`src/rtl/lms_mon_pkg.sv`:
```
// Shared types and constants for the LMS error monitor: FSM state encodings,
// default widths and the accumulator width helper.
package lms_mon_pkg;

    typedef enum logic [1:0] {
        ST_ACQUIRE   = 2'd0,
        ST_CONVERGED = 2'd1,
        ST_DIVERGED  = 2'd2
    } state_t;

    localparam int DEF_DATA_WIDTH   = 32;
    localparam int DEF_ERR_BITS     = 16;
    localparam int DEF_WIN_LOG2     = 6;
    localparam int DEF_HOLD_WINDOWS = 4;

    // Sum of 2^win_log2 squares of err_bits-wide values fits in this width.
    function automatic int acc_width(input int err_bits, input int win_log2);
        return 2 * err_bits + win_log2;
    endfunction

    localparam int DEF_ACC_W = acc_width(DEF_ERR_BITS, DEF_WIN_LOG2);

endpackage

```
`src/rtl/lms_err_square.sv`:
```
// Stages 1-2 of the LMS error monitor: saturate the filter error to ERR_BITS,
// then square it. Optional |error| output when LMS_MON_PEAK_EN is defined.
module lms_err_square
    import lms_mon_pkg::*;
#(
    parameter int DATA_WIDTH = DEF_DATA_WIDTH,
    parameter int ERR_BITS   = DEF_ERR_BITS
) (
    input  logic                  clk,
    input  logic                  reset,
    input  logic [DATA_WIDTH-1:0] err_in,
    input  logic                  err_valid,
    output logic [2*ERR_BITS-1:0] sq,
    output logic                  sq_sat,
    output logic                  sq_valid
`ifdef LMS_MON_PEAK_EN
    ,
    output logic [ERR_BITS-1:0]   sq_abs
`endif
);

    localparam int SQ_W = 2 * ERR_BITS;

    localparam logic signed [DATA_WIDTH-1:0] IN_MAX_C =
        DATA_WIDTH'((64'sd1 <<< (ERR_BITS - 1)) - 64'sd1);
    localparam logic signed [DATA_WIDTH-1:0] IN_MIN_C =
        DATA_WIDTH'(-(64'sd1 <<< (ERR_BITS - 1)));
    localparam logic [ERR_BITS-1:0] SAT_MAX_C = {1'b0, {(ERR_BITS-1){1'b1}}};
    localparam logic [ERR_BITS-1:0] SAT_MIN_C = {1'b1, {(ERR_BITS-1){1'b0}}};

    logic [ERR_BITS-1:0] sat_val_s;
    logic                sat_flag_s;
    logic [ERR_BITS-1:0] s1_val_r;
    logic                s1_sat_r;
    logic                s1_valid_r;
    logic [SQ_W-1:0]     s1_ext_s;
    logic [SQ_W-1:0]     prod_s;
    logic [SQ_W-1:0]     sq_r;
    logic                sq_sat_r;
    logic                sq_valid_r;

    // Clamp the incoming error to the signed ERR_BITS range and flag clamping.
    always_comb begin
        sat_val_s  = err_in[ERR_BITS-1:0];
        sat_flag_s = 1'b0;
        if ($signed(err_in) > IN_MAX_C) begin
            sat_val_s  = SAT_MAX_C;
            sat_flag_s = 1'b1;
        end else if ($signed(err_in) < IN_MIN_C) begin
            sat_val_s  = SAT_MIN_C;
            sat_flag_s = 1'b1;
        end else begin
            sat_val_s  = err_in[ERR_BITS-1:0];
            sat_flag_s = 1'b0;
        end
    end

    // Stage 1 register: saturated sample, sat flag and valid.
    always_ff @(posedge clk) begin
        if (reset) begin
            s1_val_r   <= {ERR_BITS{1'b0}};
            s1_sat_r   <= 1'b0;
            s1_valid_r <= 1'b0;
        end else begin
            s1_val_r   <= sat_val_s;
            s1_sat_r   <= sat_flag_s;
            s1_valid_r <= err_valid;
        end
    end

    // Low SQ_W bits of the sign-extended product are the exact square,
    // since the result never exceeds 2^(SQ_W-2).
    assign s1_ext_s = {{ERR_BITS{s1_val_r[ERR_BITS-1]}}, s1_val_r};
    assign prod_s   = s1_ext_s * s1_ext_s;

    // Stage 2 register: square, sat flag and valid.
    always_ff @(posedge clk) begin
        if (reset) begin
            sq_r       <= {SQ_W{1'b0}};
            sq_sat_r   <= 1'b0;
            sq_valid_r <= 1'b0;
        end else begin
            sq_r       <= prod_s;
            sq_sat_r   <= s1_sat_r;
            sq_valid_r <= s1_valid_r;
        end
    end

`ifdef LMS_MON_PEAK_EN
    logic [ERR_BITS-1:0] abs_s;
    logic [ERR_BITS-1:0] abs_r;

    // Magnitude of the saturated sample; the most negative value maps to max.
    always_comb begin
        abs_s = s1_val_r;
        if (s1_val_r == SAT_MIN_C) begin
            abs_s = SAT_MAX_C;
        end else if (s1_val_r[ERR_BITS-1]) begin
            abs_s = (~s1_val_r) + {{(ERR_BITS-1){1'b0}}, 1'b1};
        end else begin
            abs_s = s1_val_r;
        end
    end

    // Stage 2 register for the magnitude.
    always_ff @(posedge clk) begin
        if (reset) begin
            abs_r <= {ERR_BITS{1'b0}};
        end else begin
            abs_r <= abs_s;
        end
    end

    assign sq_abs = abs_r;
`endif

    assign sq       = sq_r;
    assign sq_sat   = sq_sat_r;
    assign sq_valid = sq_valid_r;

endmodule

```
`src/rtl/lms_err_monitor.sv`:
```
// Windowed MSE monitor for the LMS filter error with an acquire/converged/
// diverged state machine. Define LMS_MON_PEAK_EN to add the err_peak output.
module lms_err_monitor
    import lms_mon_pkg::*;
#(
    parameter int DATA_WIDTH   = DEF_DATA_WIDTH,
    parameter int ERR_BITS     = DEF_ERR_BITS,
    parameter int WIN_LOG2     = DEF_WIN_LOG2,
    parameter int HOLD_WINDOWS = DEF_HOLD_WINDOWS
) (
    input  logic                  clk,
    input  logic                  reset,
    input  logic [DATA_WIDTH-1:0] err_in,
    input  logic                  err_valid,
    input  logic [2*ERR_BITS-1:0] thresh_lo,
    input  logic [2*ERR_BITS-1:0] thresh_hi,
    output logic [2*ERR_BITS-1:0] mse_out,
    output logic                  mse_valid,
    output logic                  mse_sat,
    output logic [1:0]            state_out,
    output logic                  converged
`ifdef LMS_MON_PEAK_EN
    ,
    output logic [ERR_BITS-1:0]   err_peak
`endif
);

    localparam int SQ_W  = 2 * ERR_BITS;
    localparam int ACC_W = acc_width(ERR_BITS, WIN_LOG2);
    localparam logic [WIN_LOG2-1:0] CNT_LAST_C = {WIN_LOG2{1'b1}};
    localparam logic [3:0]          HOLD_C     = 4'(HOLD_WINDOWS);

    logic [SQ_W-1:0]     sq_s;
    logic                sq_sat_s;
    logic                sq_valid_s;
    logic [ACC_W-1:0]    acc_r;
    logic [ACC_W-1:0]    acc_sum_s;
    logic [WIN_LOG2-1:0] cnt_r;
    logic                sticky_r;
    logic                win_done_s;
    logic [SQ_W-1:0]     mse_new_s;
    logic                mse_lt_lo_s;
    logic                mse_gt_hi_s;
    logic [SQ_W-1:0]     mse_out_r;
    logic                mse_valid_r;
    logic                mse_sat_r;
    state_t              state_r;
    logic [3:0]          good_cnt_r;
    logic                converged_r;

`ifdef LMS_MON_PEAK_EN
    logic [ERR_BITS-1:0] sq_abs_s;
    logic [ERR_BITS-1:0] peak_run_r;
    logic [ERR_BITS-1:0] peak_max_s;
    logic [ERR_BITS-1:0] err_peak_r;
`endif

    lms_err_square #(
        .DATA_WIDTH (DATA_WIDTH),
        .ERR_BITS   (ERR_BITS)
    ) u_square (
        .clk       (clk),
        .reset     (reset),
        .err_in    (err_in),
        .err_valid (err_valid),
        .sq        (sq_s),
        .sq_sat    (sq_sat_s),
        .sq_valid  (sq_valid_s)
`ifdef LMS_MON_PEAK_EN
        ,
        .sq_abs    (sq_abs_s)
`endif
    );

    assign acc_sum_s   = acc_r + {{WIN_LOG2{1'b0}}, sq_s};
    assign win_done_s  = sq_valid_s && (cnt_r == CNT_LAST_C);
    assign mse_new_s   = acc_sum_s[ACC_W-1:WIN_LOG2];
    assign mse_lt_lo_s = (mse_new_s < thresh_lo);
    assign mse_gt_hi_s = (mse_new_s > thresh_hi);

    // Stage 3: accumulate squares and publish the window mean on the last sample.
    always_ff @(posedge clk) begin
        if (reset) begin
            acc_r       <= {ACC_W{1'b0}};
            cnt_r       <= {WIN_LOG2{1'b0}};
            sticky_r    <= 1'b0;
            mse_out_r   <= {SQ_W{1'b0}};
            mse_sat_r   <= 1'b0;
            mse_valid_r <= 1'b0;
        end else begin
            mse_valid_r <= win_done_s;
            if (win_done_s) begin
                mse_out_r <= mse_new_s;
                mse_sat_r <= sticky_r | sq_sat_s;
                acc_r     <= {ACC_W{1'b0}};
                cnt_r     <= {WIN_LOG2{1'b0}};
                sticky_r  <= 1'b0;
            end else if (sq_valid_s) begin
                acc_r    <= acc_sum_s;
                cnt_r    <= cnt_r + {{(WIN_LOG2-1){1'b0}}, 1'b1};
                sticky_r <= sticky_r | sq_sat_s;
            end
        end
    end

    // Convergence FSM, stepped once per completed window with the fresh MSE.
    always_ff @(posedge clk) begin
        if (reset) begin
            state_r     <= ST_ACQUIRE;
            good_cnt_r  <= 4'd0;
            converged_r <= 1'b0;
        end else if (win_done_s) begin
            case (state_r)
                ST_ACQUIRE: begin
                    if (mse_lt_lo_s) begin
                        // >= lets a recovery (which starts at 1) still converge for HOLD_WINDOWS=1
                        if ((good_cnt_r + 4'd1) >= HOLD_C) begin
                            state_r     <= ST_CONVERGED;
                            good_cnt_r  <= 4'd0;
                            converged_r <= 1'b1;
                        end else begin
                            good_cnt_r  <= good_cnt_r + 4'd1;
                        end
                    end else begin
                        good_cnt_r <= 4'd0;
                    end
                end
                ST_CONVERGED: begin
                    if (mse_gt_hi_s) begin
                        state_r     <= ST_DIVERGED;
                        converged_r <= 1'b0;
                    end else begin
                        converged_r <= 1'b1;
                    end
                end
                ST_DIVERGED: begin
                    if (mse_lt_lo_s) begin
                        state_r    <= ST_ACQUIRE;
                        good_cnt_r <= 4'd1;
                    end
                    converged_r <= 1'b0;
                end
                default: begin
                    state_r     <= ST_ACQUIRE;
                    good_cnt_r  <= 4'd0;
                    converged_r <= 1'b0;
                end
            endcase
        end
    end

`ifdef LMS_MON_PEAK_EN
    assign peak_max_s = (sq_abs_s > peak_run_r) ? sq_abs_s : peak_run_r;

    // Running window peak of |error|, published alongside mse_out.
    always_ff @(posedge clk) begin
        if (reset) begin
            peak_run_r <= {ERR_BITS{1'b0}};
            err_peak_r <= {ERR_BITS{1'b0}};
        end else if (win_done_s) begin
            err_peak_r <= peak_max_s;
            peak_run_r <= {ERR_BITS{1'b0}};
        end else if (sq_valid_s) begin
            peak_run_r <= peak_max_s;
        end
    end

    assign err_peak = err_peak_r;
`endif

    assign mse_out   = mse_out_r;
    assign mse_valid = mse_valid_r;
    assign mse_sat   = mse_sat_r;
    assign state_out = state_r;
    assign converged = converged_r;

endmodule

```
`config.mk`:
```
export PLATFORM = sky130hd
export DESIGN_NAME = lms_err_monitor
export DESIGN_NICKNAME = d
export VERILOG_FILES = /design/src/rtl/lms_mon_pkg.sv /design/src/rtl/lms_err_square.sv /design/src/rtl/lms_err_monitor.sv
export SDC_FILE = /design/constraint.sdc
export NUM_CORES = 1
export LEC_CHECK = 0
export ABC_AREA = 1
export CORE_MARGIN = 8
export CORE_UTILIZATION = 55
export DETAILED_ROUTE_END_ITERATION = 16
export PLACE_DENSITY = 0.76
export SETUP_SLACK_MARGIN = 0.3
export SLEW_MARGIN = 20
export SYNTH_ARGS = -nofsm -noshare
export SYNTH_HDL_FRONTEND = slang
export SYNTH_SLANG_ARGS = --single-unit
```
`constraint.sdc`:
```
create_clock -name clk -period 7.1 [get_ports clk]
set_input_delay 1.42 -clock clk [delete_from_list [all_inputs] [get_ports clk]]
set_output_delay 1.42 -clock clk [all_outputs]
set_load 0.005 [all_outputs]
```
==> metrics.csv <==
metric,value,unit
status,completed,
antenna_found_initial,0,
cts_inserted_buffers,17,
gp_congestion,0.8878,
clock_path_buffers,2,
fp-row-count,65,
min_path_type,reg -> reg,
met2_wirelength,19440,um
final_nets,2833,
clock.fmax,156.9,MHz
area_growth,13.56,%
nFillCells,2719,
drt-initial-drc-count,864,
grt_pass1_vias,14843,
htree_num_levels,4,
drc,0,
highest_layer,met4,
cts_tree,yes,
hold_viol_final,0,
layout-drive-gt1-share,0.04475,
critPathCaptureType,flop,
initial_utilization,0.5516,
layout_commonest_cell,inv_1,
fin_crit,6372,ps
worst-endpoint-required,7410,ps
grt.total_usage,0.2309,
worstMarginPinSlew,869.8,ps
slowest_stage,dfxtp_1,
instances_no_fill,2726,
layout_common_cells,"inv_1 (605), nand2_1 (356), fa_1 (232)",
cts_setup_buffers,0,
worstSkewPairLatency,430,ps
io_pins,136,
core,31230,sq um
ys_ff_latch,137,
crit_arrival,6680,ps
wl_met1,18360,um
swShare,0.4331,
slew_headroom,0.4195,
vias,13961,
clk_pin_slew,70,ps
internal_power,0.002048,W
syn_nets,2721,
crit_chain,"nand2_1, fa_1, inv_1, fa_1, fa_1, fa_1, fa_1, inv_1, fa_1, inv_1, ha_1, nand2_1, nor4_1, nand3_1, nand3_1, nand3_1, nand2_1, a31oi_1, o21ai_0, a21oi_1",
synthFlopType,dfxtp_1,
combPwrFrac,0.501,
fin_tns_setup,0,ps
clkSinkCount,137,
syn-cell-area,17230,sq um
worst_path_most_repeated_cell,fa_1,
rsz0062_at_grt,no,
cts_root_buf,clkbuf_16,
cp_max_fo,20,
power_density,184.6,nW/um^2
max-cap-violations,0,
setup_viol,0,
min_period_over_period,0.8975,
ys_types,54,
start_kind,flop,
wire_per_inst,15.17,um
avgSynthCellArea,7.834,sq um
drv_slew,0,
vias_per_cell,5.121,
die_area,37240,sq um
placed_cell_area,18980,sq um
io_buffers,135,
num_antenna_cells,0,
ant_nets,0,
p_seq_frac,0.247,
synth-edff-count,0,
p_sw,0.001564,W
crit_type,reg -> reg,
die_h,193.0,um
clock-skew-final,14.76,ps
yosysWarnings,0,
power_leakage,10.67,nW
grt_overflow_total,0,
hold_buffers,0,
grt_start_max_net_pins,60,
async_flop_share,0,
regArea,2744,sq um
routed-wl-met3,2575,um
final_area,19560,sq um
yosysSeqAreaShare,0.1592,
multi_input_area,11980,sq um
drt-pass1-iter-count,6,
grt_pass1_wl,69970,um
wl,41340,um
max_stage_delay,820,ps
clock_power_share,0.252,
peakVddDrop,0.2065,mV
die_w,193.0,um
dp_cells,2694,
synthesis.instances,2199,
hpwl,33660,um
## per-stage QoR
stage	hold WS, ps	total power, W	utilization	worst slack, ps
finish	412.7	0.003612	0.6264	727.5
detailed placement	390.0	0.002686	0.6079	797.4
global route	439.0	0.003946	0.6264	397.1
CTS	408.8	0.003625	0.6264	699.8
global placement	384.3	0.002628	0.6079	972.8
floorplan	388.3	0.002245	-	871.6
## area by class of cell
class,instances,area share
multi-input cells,1393,0.6122
flip-flops and latches,137,0.1403
inverters,612,0.1174
repair buffers,150,0.07483
well taps,402,0.02571
clock buffers,20,0.02232
clock inverters,12,0.007227
## cell usage after synthesis (all sizes together), types with 9 or more instances
cell	n	area [sq um]
nor2	123	461.7
nor4	9	62.56
o211ai	18	140.1
xnor2	18	157.7
xor2	35	374.1
buf	10	43.79
inv	610	2290
a22o	9	78.83
nand3	37	195.2
fa	233	4664
nand2	369	1418
nand4	17	106.4
nor3	16	80.08
clkbuf	47	176.4
o21ai	100	541.8
dfxtp	137	2743
a21oi	159	803.3
ha	190	2377
## registers in the layout, summed over array words and instances (netlist names)
signal / count
acc_r: 38
mse_out: 32
u_square.sq: 31
u_square.s1_val_r: 16
cnt_r: 6
good_cnt_r: 4
state_out: 2
converged: 1
mse_sat: 1
mse_valid: 1
sticky_r: 1
u_square.s1_sat_r: 1
u_square.s1_valid_r: 1
u_square.sq_sat: 1
u_square.sq_valid: 1
## cells by family (layout without fill, tap and decap cells)
logic type | count (synthesis) | in the layout | share of synthesized area
AO/OA/AOI/OAI | 339 | 339 | 0.1176
flip-flops | 137 | 137 | 0.1592
AND/OR/NAND/NOR | 578 | 578 | 0.1375
buffers and inverters | 669 | 794 | 0.1461
adder cells (fa/ha/maj) | 423 | 423 | 0.4087
XOR/XNOR | 53 | 53 | 0.03087
## final timing paths
path                                             from                end  slack [ps]  cells after the start
worst max-delay path            u_square.s1_val_r[14]    u_square.sq[29]         730                     20
worst max register to register  u_square.s1_val_r[14]    u_square.sq[29]         730                     20
worst min-delay path              u_square.s1_valid_r  u_square.sq_valid         410                      2
worst min register to register    u_square.s1_valid_r  u_square.sq_valid         410                      2
## per-layer routing
| metal | track usage | vias to the layer above |
|---|---|---|
| met5 | 0 | - |
| met4 | 0.06805 | 0 |
| met3 | 0.04119 | 68 |
| met2 | 0.4023 | 392 |
| met1 | 0.2898 | 6602 |
| li1 | - | 6899 |
## power by group through the flow
stage / Sequential [W] / Clock, W / Combinational, W
2_1_floorplan: 0.000876 / 0 / 0.00137
3_3_place_gp: 0.000905 / 0 / 0.00172
3_5_place_dp: 0.000906 / 0 / 0.00178
4_1_cts: 0.000890 / 0.000921 / 0.00181
5_1_grt: 0.000899 / 0.000958 / 0.00209
6_report: 0.000891 / 0.000910 / 0.00181
## worst max-delay path: cells and delay by family, from the launching register on
kind | cells | cell delay (ps)
buf+inv | 3 | 170
flops | 1 | 820
simple gates | 7 | 1320
compound gates | 3 | 310
fa+ha+maj | 7 | 3610
## what timing repair did
item / 4_1_cts / 5_1_grt
gates resized for setup: 0 / 1
hold endpoints to repair: 0 / 0
endpoints found under the setup margin: 0 / 2
No activity file was read; power rests on OpenSTA's default activity.
